<file path="src/rtl/seq_divider.sv">
// Sequential restoring divider: one quotient bit per clock, start/done handshake.
// Optional feature macro: DIV_SIGNED_EN (two's-complement operands with sign correction).
module seq_divider #(
  parameter int WIDTH = 4
) (
  input  logic             clk,
  input  logic             rst,
  input  logic             start,
  input  logic [WIDTH-1:0] dividend,
  input  logic [WIDTH-1:0] divisor,
  output logic             busy,
  output logic             done,
  output logic [WIDTH-1:0] quotient,
  output logic [WIDTH-1:0] remainder,
  output logic             div_by_zero
);

  localparam int CNT_W = $clog2(WIDTH);
  localparam logic [CNT_W-1:0] LAST = CNT_W'(WIDTH - 1);

  localparam logic [1:0] IDLE = 2'd0;
  localparam logic [1:0] CALC = 2'd1;
  localparam logic [1:0] DONE = 2'd2;

  logic [1:0]       state;
  logic [CNT_W-1:0] count;
  logic [WIDTH-1:0] q_reg;
  logic [WIDTH:0]   r_reg;
  logic [WIDTH-1:0] dsr;
  logic             dbz_r;

  logic [WIDTH-1:0] ld_q;
  logic [WIDTH-1:0] ld_d;
  logic [WIDTH:0]   r_sh;
  logic [WIDTH:0]   r_nx;
  logic [WIDTH-1:0] q_nx;
  logic [WIDTH-1:0] q_fin;
  logic [WIDTH-1:0] r_fin;

`ifdef DIV_SIGNED_EN
  logic neg_q;
  logic neg_r;
`endif

  assign busy = (state != IDLE);

  // Operand values loaded on accept; a zero divisor keeps the raw dividend in Q
  // so it can be returned as the remainder without a separate register.
  always_comb begin
`ifdef DIV_SIGNED_EN
    ld_d = divisor[WIDTH-1] ? -divisor : divisor;
    if (divisor == '0)
      ld_q = dividend;
    else
      ld_q = dividend[WIDTH-1] ? -dividend : dividend;
`else
    ld_q = dividend;
    ld_d = divisor;
`endif
  end

  // One restoring step: shift the next dividend bit into R, subtract if it fits.
  always_comb begin
    r_sh = {r_reg[WIDTH-1:0], q_reg[WIDTH-1]};
    q_nx = {q_reg[WIDTH-2:0], 1'b0};
    r_nx = r_sh;
    if (r_sh >= {1'b0, dsr}) begin
      r_nx    = r_sh - {1'b0, dsr};
      q_nx[0] = 1'b1;
    end
  end

  // Final results presented while in DONE, including sign correction when enabled.
  always_comb begin
    if (dbz_r) begin
      q_fin = '1;
      r_fin = q_reg;
    end else begin
      q_fin = q_reg;
      r_fin = r_reg[WIDTH-1:0];
`ifdef DIV_SIGNED_EN
      if (neg_q) q_fin = -q_reg;
      if (neg_r) r_fin = -r_reg[WIDTH-1:0];
`endif
    end
  end

  // Control FSM, iteration datapath and registered result outputs.
  always_ff @(posedge clk) begin
    if (rst) begin
      state       <= IDLE;
      count       <= '0;
      q_reg       <= '0;
      r_reg       <= '0;
      dsr         <= '0;
      dbz_r       <= 1'b0;
      done        <= 1'b0;
      quotient    <= '0;
      remainder   <= '0;
      div_by_zero <= 1'b0;
`ifdef DIV_SIGNED_EN
      neg_q       <= 1'b0;
      neg_r       <= 1'b0;
`endif
    end else begin
      done <= 1'b0;
      case (state)
        IDLE: begin
          if (start) begin
            q_reg       <= ld_q;
            dsr         <= ld_d;
            r_reg       <= '0;
            count       <= '0;
            div_by_zero <= 1'b0;
            dbz_r       <= (divisor == '0);
`ifdef DIV_SIGNED_EN
            neg_q       <= dividend[WIDTH-1] ^ divisor[WIDTH-1];
            neg_r       <= dividend[WIDTH-1];
`endif
            state       <= (divisor == '0) ? DONE : CALC;
          end
        end
        CALC: begin
          q_reg <= q_nx;
          r_reg <= r_nx;
          if (count == LAST) begin
            count <= '0;
            state <= DONE;
          end else begin
            count <= count + 1'b1;
          end
        end
        DONE: begin
          quotient    <= q_fin;
          remainder   <= r_fin;
          div_by_zero <= dbz_r;
          done        <= 1'b1;
          state       <= IDLE;
        end
        default: state <= IDLE;
      endcase
    end
  end

endmodule

</file>
<file path="config.mk">
export PLATFORM = sky130hd
export DESIGN_NAME = seq_divider
export DESIGN_NICKNAME = d
export VERILOG_FILES = /design/src/rtl/seq_divider.sv
export SDC_FILE = /design/constraint.sdc
export NUM_CORES = 1
export LEC_CHECK = 0
export BUFFER_PORTS_ARGS = -buffer_cell sky130_fd_sc_hd__buf_2
export CAP_MARGIN = 20
export CORE_UTILIZATION = 38
export CTS_CLUSTER_SIZE = 12
export DETAILED_ROUTE_END_ITERATION = 10
export MAX_ROUTING_LAYER = met4
export SETUP_SLACK_MARGIN = 0.05
export SLEW_MARGIN = 0
export SYNTH_ARGS = -nofsm -noshare
export SYNTH_HDL_FRONTEND = slang
export SYNTH_SLANG_ARGS = --single-unit
</file>
<file path="constraint.sdc">
create_clock -name clk -period 1.88 [get_ports clk]
set_clock_uncertainty 0.15 [all_clocks]
set_input_delay 0.376 -clock clk [delete_from_list [all_inputs] [get_ports clk]]
set_output_delay 0.376 -clock clk [all_outputs]
set_load 0.02 [all_outputs]
</file>
==> load_flow_metrics.sql <==
INSERT INTO impl_metrics (metric_group, metric, value, unit) VALUES
('run_status', 'status', 'complete, no violations', ''),
('hold_path', 'worstHoldStart', 'divisor[3]', ''),
('hold_path', 'whs_path_cells', '3', ''),
('synth', 'leading_cell_types_by_count_after_synthesis', '34 x nor2_1, 27 x dfxtp_1, 13 x a211oi_1', ''),
('cells_and_area', 'layout-drive-gt1-share', '26.7', '%'),
('cells_and_area', 'nFillCells', '317', ''),
('sta', 'setup_violations', '0', ''),
('grt', 'grt_start_max_net_pins', '25', ''),
('synth', 'yosys_most_used_dff', 'dfxtp_1', ''),
('floorplan', 'die_width', '60.4', 'um'),
('grt', 'grt.overflow.total', '0', ''),
('grt', 'grtUsageTotal', '15.9', '%'),
('sta', 'setup_repair_after_global_routing_missed_its_margin', 'no', ''),
('floorplan', 'core_area', '0.00315', 'sq mm'),
('clock_tree', 'ctsLongestPathBuffers', '2', ''),
('worst_setup_path', 'r2r_end', 'r_reg[2]$_SDFFE_PP0P_', ''),
('place', 'gp_routability_congestion', '0.792', ''),
('detailed_routing', 'vias', '1133', ''),
('worst_setup_path', 'r2r_setup_slack', '0.09', 'ns'),
('job', 'max_cap_violations', '0', ''),
('synth', 'yosys.cell_types.count', '33', ''),
('synth', 'synth-edff-count', '0', ''),
('pwr', 'peakVddDrop', '0.000515', 'V'),
('cells_and_area', 'area_added_between_synthesis_and_finish', '20.5', '%'),
('synth', 'synth_adder_area_share', '6.37', '%'),
('synth', 'syn-mean-instance-area', '8.58', 'sq um'),
('floorplan', 'chipHeight', '60.4', 'um'),
('synth', 'synth_top_family_by_area', 'simple AND/OR/NAND/NOR gates', ''),
('cells_and_area', 'net_total_in_the_final_layout', '194', ''),
('sta', 'setup_tns', '0', 'ns'),
('worst_setup_path', 'critical_path.endpoint_type', 'flip-flop', ''),
('sta', 'fin_hold_viols', '0', ''),
('sta', 'final.period_utilization', '95.4', '%'),
('clock_tree', 'cts_inserted_buffers', '3', ''),
('synth', 'postSynthCellCount', '151', ''),
('synth', 'syn_nets', '168', ''),
('floorplan', 'floorplan.rows', '20', ''),
('synth', 'synth_most_common_cell', 'nor2_1', ''),
('synth', 'synthDominantAreaCellType', 'dfxtp_1', ''),
('synth', 'synth_area_in_xor_xnor', '0.676', '%'),
('detailed_routing', 'drcViolationCount', '0', ''),
('sta', 'fmax', '557', 'MHz'),
('detailed_routing', 'dr.first_iter.drc_count', '35', ''),
('worst_setup_path', 'path_class', 'flip-flop to flip-flop', ''),
('worst_setup_path', 'crit_fanout', '4', ''),
('detailed_routing', 'drt.antenna.violating_nets', '0', ''),
('worst_setup_path', 'wp_data_arrival', '1.89', 'ns'),
('worst_setup_path', 'worst_r2r_path_depth', '5', ''),
('cells_and_area', 'antennaDiodeCount', '0', ''),
('synth', 'ys_ff_latch', '27', ''),
('floorplan', 'ioPinCount', '22', ''),
('floorplan', 'starting_density_of_the_core', '41.1', '%'),
('worst_setup_path', 'cp_data_required_time', '1.97', 'ns'),
('synth', 'yosys-mux-area-fraction', '6.18', '%'),
('synth', 'synth_async_sr_flop_share', '0', '%'),
('sta', 'final-max-slew-violation-count', '0', ''),
('pwr', 'power_total', '0.00130', 'W'),
('clock_tree', 'cts_setup_buffers', '0', ''),
('detailed_routing', 'drt_pass_1_iters', '4', ''),
('synth', 'synth_sequential_area_ratio', '41.7', '%'),
('synth', 'synth_area_in_compound_gates', '19.8', '%'),
('grt', 'grt_pass1_vias', '966', ''),
('synth', 'synth_simple_gate_area_share', '20.1', '%'),
('sta', 'max_slew_headroom', '70.2', '%'),
('place', 'dp_hpwl', '1.97', 'mm'),
('sta', 'finalCriticalPeriod', '1.79', 'ns'),
('grt', 'grt_first_pass_wirelength', '4.23', 'mm'),
('clock_tree', 'tritoncts_num_sinks', '27', ''),
('detailed_routing', 'vias_per_cell', '5.15', ''),
('worst_setup_path', 'crit-reg2reg-launch', 'r_reg[2]$_SDFFE_PP0P_', ''),
('worst_setup_path', 'critPathLaunchType', 'flip-flop', '');
[worst max-delay path: stages (launching register included)]
cell and delay [ns]:
dfxtp_2 0.37, ha_1 0.25, or2_2 0.30, a21o_1 0.18, and4_1 0.18, a311o_1 0.27
[routing by layer]
| metal | wire length [um] | GRT usage [%] | vias up |
|---|---|---|---|
| met2 | 1270 | 26.2 | 28 |
| met3 | 134 | 4.05 | 4 |
| met1 | 1200 | 19.6 | 514 |
| met5 | 0 | - | - |
| met4 | 29 | 2.99 | 0 |
| li1 | - | - | 587 |
[worst max path at each step]
stage                           from                     to  slack [ns]  depth (start not counted)
2_1_floorplan  r_reg[1]$_SDFFE_PP0P_  r_reg[2]$_SDFFE_PP0P_        0.07                          5
3_3_place_gp   q_reg[3]$_SDFFE_PP0P_  r_reg[2]$_SDFFE_PP0P_        0.05                          6
3_5_place_dp     dsr[1]$_SDFFE_PP0P_  r_reg[2]$_SDFFE_PP0P_        0.03                          6
4_1_cts          dsr[2]$_SDFFE_PP0P_  r_reg[2]$_SDFFE_PP0P_        0.05                          6
5_1_grt          dsr[2]$_SDFFE_PP0P_  r_reg[2]$_SDFFE_PP0P_        0.02                          7
6_report       r_reg[2]$_SDFFE_PP0P_  r_reg[2]$_SDFFE_PP0P_        0.09                          5
[power by group]
group | switching (W) | internal, W | total, W | leakage, nW
Sequential | 0.0000392 | 0.000618 | 0.000657 | 0.223
Combinational | 0.000205 | 0.000178 | 0.000383 | 0.422
Clock | 0.000181 | 0.0000815 | 0.000262 | 0.0139
[final cells by class]
type | count | area, sq um | share of cell area, %
multi-input combinational | 108 | 734 | 47.0
sequential | 27 | 547 | 35.0
timing repair buffer | 29 | 165 | 10.6
tap | 44 | 55.1 | 3.53
inverter | 8 | 30.0 | 1.92
clock buffer | 3 | 22.5 | 1.44
clock inverter | 1 | 7.51 | 0.481
[layout by cell type, fill, tap and decap left out, drive strengths merged]
cell / Yosys / layout
clkinvlp: 0 / 1
and3: 1 / 1
nor2: 34 / 34
nor4: 3 / 3
nor3b: 2 / 2
fa: 1 / 1
a311o: 1 / 1
nand3: 4 / 4
a31oi: 1 / 1
a21oi: 8 / 8
clkbuf: 4 / 3
a311oi: 1 / 1
or2: 3 / 3
a211oi: 13 / 13
nor3: 2 / 2
o41ai: 1 / 1
o21a: 1 / 1
mux2i: 8 / 8
dfxtp: 27 / 27
xnor2: 1 / 1
nor2b: 2 / 2
a21o: 1 / 1
a32o: 3 / 3
ha: 5 / 5
o32a: 1 / 1
inv: 8 / 8
nand2: 3 / 3
nand2b: 1 / 1
o21ai: 6 / 6
buf: 4 / 29
and4: 1 / 1
[per-stage QoR]
step	cell area [sq um]	std cells	worst slack [ns]	utilization, %	hold slack (ns)
global route	1560	220	0.0181	49.5	0.128
finish	1560	220	0.0861	49.5	0.129
floorplan	1300	151	0.0730	-	0.290
CTS	1510	220	0.0513	48.0	0.122
global placement	1480	216	0.0492	46.9	0.297
detailed placement	1480	216	0.0348	46.9	0.316
[logic make-up (layout without fill, tap and decap cells)]
logic type | count (synthesis) | count (layout)
AOI/OAI and AO/OA | 37 | 37
muxes | 8 | 8
xor gates and xnor gates | 1 | 1
DFF | 27 | 27
and+or+nand+nor | 56 | 56
buffers and inverters | 16 | 41
adders and majority gates | 6 | 6
[what timing repair did]
| item | 4_1_cts | 5_1_grt |
|---|---|---|
| endpoints found under the setup margin | 1 | 6 |
| resized for setup | 4 | 10 |
| endpoints found under the hold margin | 0 | 0 |
| pin swaps | 1 | 0 |
| hold buffers | 0 | 0 |
Note: power is estimated with default switching activity, not from simulation.
